`src/rtl/memory_stage_lsu.sv`:
```
// ME pipeline stage with a load/store unit: req/gnt/rvalid data-memory access, lane steering,
// load alignment/extension, branch resolution and WB registers. Optional: MEM_MISALIGN_TRAP_EN.
module memory_stage_lsu #(
    parameter int unsigned DATA_W = 32,
    parameter int unsigned ADDR_W = 5,
    parameter int unsigned PC_W   = 32,
    parameter int unsigned MEM_AW = 32
) (
    input  logic                   clk,
    input  logic                   reset,
    input  logic                   valid_i,
    input  logic                   rf_we_i,
    input  logic                   mem_we_i,
    input  logic                   mem2rf_i,
    input  logic [1:0]             mem_size_i,
    input  logic                   mem_unsigned_i,
    input  logic                   branch_i,
    input  logic                   check_eq_i,
    input  logic [DATA_W-1:0]      mem_wdata_i,
    input  logic [ADDR_W-1:0]      rf_waddr_i,
    input  logic [DATA_W-1:0]      alu_result_i,
    input  logic [PC_W-1:0]        pc_branch_i,
    output logic                   valid_o,
    output logic                   rf_we_o,
    output logic                   mem2rf_o,
    output logic [ADDR_W-1:0]      rf_waddr_o,
    output logic [DATA_W-1:0]      mem_rdata_o,
    output logic [DATA_W-1:0]      alu_result_o,
`ifdef MEM_MISALIGN_TRAP_EN
    output logic                   misalign_o,
`endif
    output logic                   pc_src_o,
    output logic [PC_W-1:0]        pc_branch_o,
    output logic                   stall_o,
    output logic                   dmem_req_o,
    output logic                   dmem_we_o,
    output logic [MEM_AW-1:0]      dmem_addr_o,
    output logic [DATA_W/8-1:0]    dmem_be_o,
    output logic [DATA_W-1:0]      dmem_wdata_o,
    input  logic                   dmem_gnt_i,
    input  logic                   dmem_rvalid_i,
    input  logic [DATA_W-1:0]      dmem_rdata_i
);

    localparam int unsigned NB    = DATA_W / 8;
    localparam int unsigned OFF_W = $clog2(NB);

    typedef enum logic [1:0] {
        S_IDLE,
        S_REQ,
        S_RDATA
    } state_t;

    state_t              r_state;
    logic [OFF_W-1:0]    r_off;
    logic [1:0]          r_size;
    logic                r_unsigned;

    logic                w_mem_op;
    logic                w_issue;
    logic                w_misalign;
    logic [1:0]          w_size;
    logic [3:0]          w_nbytes;
    logic [OFF_W-1:0]    w_off_raw;
    logic [OFF_W-1:0]    w_off;
    logic [NB-1:0]       w_be;
    logic [DATA_W-1:0]   w_wdata;
    logic [DATA_W-1:0]   w_shifted;
    logic [DATA_W-1:0]   w_load;
    logic                w_req;
    logic                w_done;
    logic                w_stall;

    assign w_mem_op  = valid_i & (mem_we_i | mem2rf_i);
    // Doubleword only exists on a 64-bit datapath; clamp it to word otherwise.
    assign w_size    = (DATA_W == 32 && mem_size_i == 2'd3) ? 2'd2 : mem_size_i;
    assign w_nbytes  = 4'(1) << w_size;
    assign w_off_raw = alu_result_i[OFF_W-1:0];
    assign w_misalign = |(w_off_raw & OFF_W'(w_nbytes - 4'd1));

`ifdef MEM_MISALIGN_TRAP_EN
    assign w_off   = w_off_raw;
    assign w_issue = w_mem_op & ~w_misalign;
`else
    assign w_off   = w_misalign ? '0 : w_off_raw;
    assign w_issue = w_mem_op;
`endif

    assign w_be = NB'((16'(1) << w_nbytes) - 16'd1) << w_off;

    always_comb begin
        w_wdata = mem_wdata_i;
        case (w_size)
            2'd0:    w_wdata = {NB{mem_wdata_i[7:0]}};
            2'd1:    w_wdata = {(NB/2){mem_wdata_i[15:0]}};
            2'd2:    w_wdata = {(NB/4){mem_wdata_i[31:0]}};
            default: w_wdata = mem_wdata_i;
        endcase
    end

    // Load alignment uses the offset/size/sign captured when the request was granted.
    assign w_shifted = dmem_rdata_i >> {r_off, 3'b000};

    always_comb begin
        w_load = w_shifted;
        case (r_size)
            2'd0: w_load = r_unsigned ? DATA_W'(w_shifted[7:0])
                                      : DATA_W'($signed(w_shifted[7:0]));
            2'd1: w_load = r_unsigned ? DATA_W'(w_shifted[15:0])
                                      : DATA_W'($signed(w_shifted[15:0]));
            2'd2: w_load = r_unsigned ? DATA_W'(w_shifted[31:0])
                                      : DATA_W'($signed(w_shifted[31:0]));
            default: w_load = w_shifted;
        endcase
    end

    // Handshake decode: a store completes on grant, a load on rvalid.
    always_comb begin
        w_req   = 1'b0;
        w_done  = 1'b0;
        w_stall = 1'b0;
        case (r_state)
            S_IDLE, S_REQ: begin
                w_req   = w_issue;
                w_done  = w_issue & dmem_gnt_i & mem_we_i;
                w_stall = w_issue & ~w_done;
            end
            S_RDATA: begin
                w_done  = dmem_rvalid_i;
                w_stall = ~dmem_rvalid_i;
            end
            default: ;
        endcase
        if (reset) begin
            w_req   = 1'b0;
            w_done  = 1'b0;
            w_stall = 1'b0;
        end
    end

    assign stall_o      = w_stall;
    assign dmem_req_o   = w_req;
    assign dmem_we_o    = w_req & mem_we_i;
    assign dmem_addr_o  = MEM_AW'(alu_result_i) & ~MEM_AW'(NB - 1);
    assign dmem_be_o    = w_be;
    assign dmem_wdata_o = w_wdata;
    assign pc_src_o     = valid_i & branch_i & (check_eq_i ^ (|alu_result_i));
    assign pc_branch_o  = pc_branch_i;

    always_ff @(posedge clk or posedge reset) begin
        if (reset) begin
            r_state    <= S_IDLE;
            r_off      <= '0;
            r_size     <= 2'd0;
            r_unsigned <= 1'b0;
        end else begin
            case (r_state)
                S_IDLE, S_REQ: begin
                    if (!w_issue) begin
                        r_state <= S_IDLE;
                    end else if (!dmem_gnt_i) begin
                        r_state <= S_REQ;
                    end else if (mem_we_i) begin
                        r_state <= S_IDLE;
                    end else begin
                        r_state    <= S_RDATA;
                        r_off      <= w_off;
                        r_size     <= w_size;
                        r_unsigned <= mem_unsigned_i;
                    end
                end
                S_RDATA: begin
                    if (dmem_rvalid_i) begin
                        r_state <= S_IDLE;
                    end
                end
                default: r_state <= S_IDLE;
            endcase
        end
    end

    // WB slot: bubble while stalled, otherwise take this instruction.
    always_ff @(posedge clk or posedge reset) begin
        if (reset) begin
            valid_o      <= 1'b0;
            rf_we_o      <= 1'b0;
            mem2rf_o     <= 1'b0;
            rf_waddr_o   <= '0;
            alu_result_o <= '0;
            mem_rdata_o  <= '0;
`ifdef MEM_MISALIGN_TRAP_EN
            misalign_o   <= 1'b0;
`endif
        end else begin
            rf_waddr_o   <= rf_waddr_i;
            alu_result_o <= alu_result_i;
            if (w_stall) begin
                valid_o  <= 1'b0;
                rf_we_o  <= 1'b0;
                mem2rf_o <= 1'b0;
`ifdef MEM_MISALIGN_TRAP_EN
                misalign_o <= 1'b0;
`endif
            end else begin
                valid_o  <= valid_i;
                mem2rf_o <= mem2rf_i & valid_i;
`ifdef MEM_MISALIGN_TRAP_EN
                misalign_o <= w_mem_op & w_misalign;
                rf_we_o    <= rf_we_i & valid_i & ~(w_mem_op & w_misalign);
`else
                rf_we_o    <= rf_we_i & valid_i;
`endif
            end
            if (r_state == S_RDATA && dmem_rvalid_i && !reset) begin
                mem_rdata_o <= w_load;
            end
        end
    end

endmodule

```
`config.mk`:
```
export PLATFORM = sky130hd
export DESIGN_NAME = memory_stage_lsu
export DESIGN_NICKNAME = d
export VERILOG_FILES = /design/src/rtl/memory_stage_lsu.sv
export SDC_FILE = /design/constraint.sdc
export NUM_CORES = 1
export LEC_CHECK = 0
export CORE_AREA = 2 2 124 126
export CTS_CLUSTER_SIZE = 40
export DETAILED_ROUTE_END_ITERATION = 12
export DIE_AREA = 0 0 126 128
export GPL_TIMING_DRIVEN = 0
export HOLD_SLACK_MARGIN = 0.05
export PLACE_DENSITY = 0.7
export SLEW_MARGIN = 20
export SYNTH_ARGS = -nofsm -noshare
export SYNTH_HDL_FRONTEND = slang
export SYNTH_SLANG_ARGS = --single-unit
export TNS_END_PERCENT = 5
```
`constraint.sdc`:
```
create_clock -name clk -period 3.1 [get_ports clk]
set_input_delay 0.465 -clock clk [delete_from_list [all_inputs] [get_ports clk]]
set_output_delay 0.465 -clock clk [all_outputs]
set_load 0.005 [all_outputs]
```
==> results.tsv <==
stage	metric	value	unit
run_status	run status	completed	
global_route	GRT Overall Usage	0.1894	
worst_setup_path	reg2reg start	r_off[1]	
route	DRC viols	0	
pwr	post-layout power	0.003646	W
global_route	largest net degree at the start of global routing	35	
placement	HPWL after detailed placement	12.91	mm
timing	final worst path period share	0.9579	
cells_and_area	Final Instance Area	7616	µm²
cells_and_area	Util after Layout	0.5124	
global_route	initial antenna violation count	0	
synthesis	syn avg cell area	10.20	µm²
clocking	TritonCTS clock tree	done	
pwr	maximum vdd drop	306.1	µV
clocking	total CTS buffers	9	
synthesis	Seq/Total Area, Yosys	0.4750	
floorplan	Core Box Area	14860	µm²
floorplan	row count	45	
route	DR iter-0 viols	224	
synthesis	Ys Warns	0	
synthesis	EDFF count, synth	0	
worst_setup_path	Crit. Startpoint	alu_result_i[19]	
cells_and_area	Area Growth Syn to Fin	83.01	%
timing	unrepaired setup endpoints after global routing	no	
placement	IO buf count	287	
clocking	clock tree buffer depth	2	
synthesis	Synth cell types	41	
worst_setup_path	Critical Path AT	2.50	ns
synthesis	Primary FF master, synth	dfrtp_1	
worst_setup_path	Startpoint Class	primary input	
pwr	Leak Pwr	3.197	nW
floorplan	die width	126	µm
timing	crit path time final	2.969	ns
route	WL final	15.97	mm
synthesis	Syn Std Cell Area	4161	µm²
route	WL/cell	17.72	µm
cells_and_area	most frequent cells in the layout	clkdlybuf4s50_1 (286), dfrtp_1 (79), buf_4 (72), nand2_1 (48), nor2_1 (36)	
clocking	Clk pin slew, worst setup/hold paths	0.06	ns
cells_and_area	Finished Layout Cells	901	
worst_setup_path	crit end category	primary output	
cells_and_area	share of layout cells above drive strength 1	0.1851	
cells_and_area	fin nets	854	
global_route	first-pass GRT wire length	23.56	mm
floorplan	I/O pins	322	
clocking	total number of H-tree levels	3	
route	Vias/cell	4.492	
route	ANT nets after route	0	
worst_setup_path	CP Data Required Time	2.63	ns
floorplan	starting density of the core	0.2800	
placement	DP Area	7317	µm²
worst_setup_path	worst flop-to-flop path endpoint	mem_rdata_o[12]	
cells_and_area	most common cell after layout, fill and taps aside	clkdlybuf4s50_1	
timing	Fmax	336.8	MHz
worst_hold_path	Worst Hold Class	reg2reg	
timing	final setup TNS	0	ns
run	max-cap viol count	0	
cells_and_area	n_diodes	0	
clocking	Clk Latency, worst-skew pair	0.34	ns
worst_setup_path	FF-to-FF setup slack	1.27	ns
route	drt pass-1 iters	4	
worst_setup_path	reg2reg path depth	4	
floorplan	chip height	128	µm
clocking	Clock Sinks	79	
global_route	gr ovfl total	0	
synthesis	Post-Synthesis Cells	408	
timing	Setup-failing EPs final	0	
timing	final slew viol count	0	
timing	Slew @ Worst Pin	0.7259	ns
global_route	vias in the first global route	4319	
worst_setup_path	Crit Path Max Fanout	3	
placement	dpl cells	886	
route	vias post-DR	4047	
pwr	Cell Pwr Density	478.7	nW/µm²
placement	GP Congestion	0.8805	
timing	count of final hold-check violations	0	
synthesis	async set-reset flop share out of synthesis	1.000	
worst_setup_path	WS Path Type	in2out	
clocking	clk root buf	clkbuf_16	
clocking	post-CTS setup buffer count	0	
synthesis	Seq cells post-synth	79	
timing	Clock Skew	0.007315	ns
worst_setup_path	crit path capture	pc_src_o	
floorplan	die area	16130	µm²
timing	Slew headroom	0.5143	
[worst min-delay path by stage]
stage,from,cells past startpoint,end
6_report,mem_rdata_o[6],2,mem_rdata_o[6]
5_1_grt,mem_rdata_o[3],2,mem_rdata_o[3]
4_1_cts,mem_rdata_o[6],2,mem_rdata_o[6]
3_5_place_dp,mem_rdata_o[2],2,mem_rdata_o[2]
3_3_place_gp,mem_rdata_o[4],2,mem_rdata_o[4]
2_1_floorplan,mem_rdata_o[7],2,mem_rdata_o[7]
[worst max-delay path, stage by stage]
cell and delay, ns:
clkdlybuf4s50_1 0.49, nor4_1 0.43, nand4_1 0.18, nor3_1 0.25, and4b_1 0.23, clkdlybuf4s50_1 0.45
[cell type report]
| type | count | area (µm²) |
|---|---|---|
| clock buffers | 9 | 225.2 |
| flip-flops and latches | 79 | 1977 |
| multi-input cells | 241 | 1577 |
| well taps | 188 | 235.2 |
| repair buffers | 289 | 2912 |
| clock inverters | 7 | 71.32 |
| inverters | 1 | 7.507 |
| plain buffers | 87 | 611.8 |
| fillers | 1359 | 7248 |
[per-stage QoR]
| stage | setup slack (ns) | hold WS (ns) |
|---|---|---|
| final | 0.1306 | 0.4753 |
| after global placement | -1.077 | 0.4674 |
| after CTS | 0.01514 | 0.4844 |
| after detailed placement | -0.2075 | 0.4682 |
| after floorplan | 0.5139 | 0.4699 |
| after global routing | 0.008728 | 0.5157 |
[cells in the mapped netlist, types with 2 or more instances]
cell | instances | area (µm²)
nor4_1 | 8 | 50.05
nor2_1 | 36 | 135.1
mux2_2 | 26 | 292.8
o21bai_1 | 2 | 15.01
o211ai_1 | 8 | 60.06
and3b_1 | 2 | 17.52
o22a_1 | 8 | 70.07
nand4_1 | 2 | 12.51
dfrtp_1 | 79 | 1977
buf_2 | 5 | 25.02
mux2i_1 | 23 | 230.2
nor2b_1 | 5 | 31.28
a21oi_1 | 18 | 90.09
a21o_1 | 2 | 15.01
buf_4 | 72 | 540.5
o21ai_0 | 20 | 100.1
clkbuf_1 | 5 | 18.77
nand2b_1 | 8 | 50.05
nand2_1 | 48 | 180.2
buf_1 | 5 | 18.77
and2_1 | 6 | 37.54
[layer usage]
layer,up-vias,global-route usage,part of all wire
met4,0,0.05430,0.014
met3,17,0.05551,0.074
met1,1925,0.2258,0.40
met2,178,0.3327,0.51
li1,1927,-,-
met5,-,0,0
[flip-flops by register name (all words and copies together) (netlist names)]
name and cells:
mem_rdata_o 32, r_size 2, rf_waddr_o 5, valid_o 1
r_off 2, r_unsigned 1, alu_result_o 32, mem2rf_o 1
r_state 2, rf_we_o 1
[logic make-up (layout without fill, tap and decap cells)]
kind of cell	count (synthesis)	count (layout)	share of synthesized area
flops	79	79	0.4750
simple gates	123	123	0.1380
mux	50	50	0.1311
compound gates	65	65	0.1043
xor+xnor	1	1	0.002105
buf+inv	89	393	0.1485
other cells	1	2	0.0009011
[report_power, final]
| part | switching [W] | internal [W] |
|---|---|---|
| sequential | 0.000112 | 0.00122 |
| combinational | 0.000454 | 0.000792 |
| clock | 0.000447 | 0.000624 |
[repair_timing]
action | CTS | global route
hold buffers | 0 | 0
resized for setup | 3 | 1
setup endpoints to repair | 11 | 6
pin swaps | 1 | 1
Note: power is estimated with default switching activity, not from simulation.
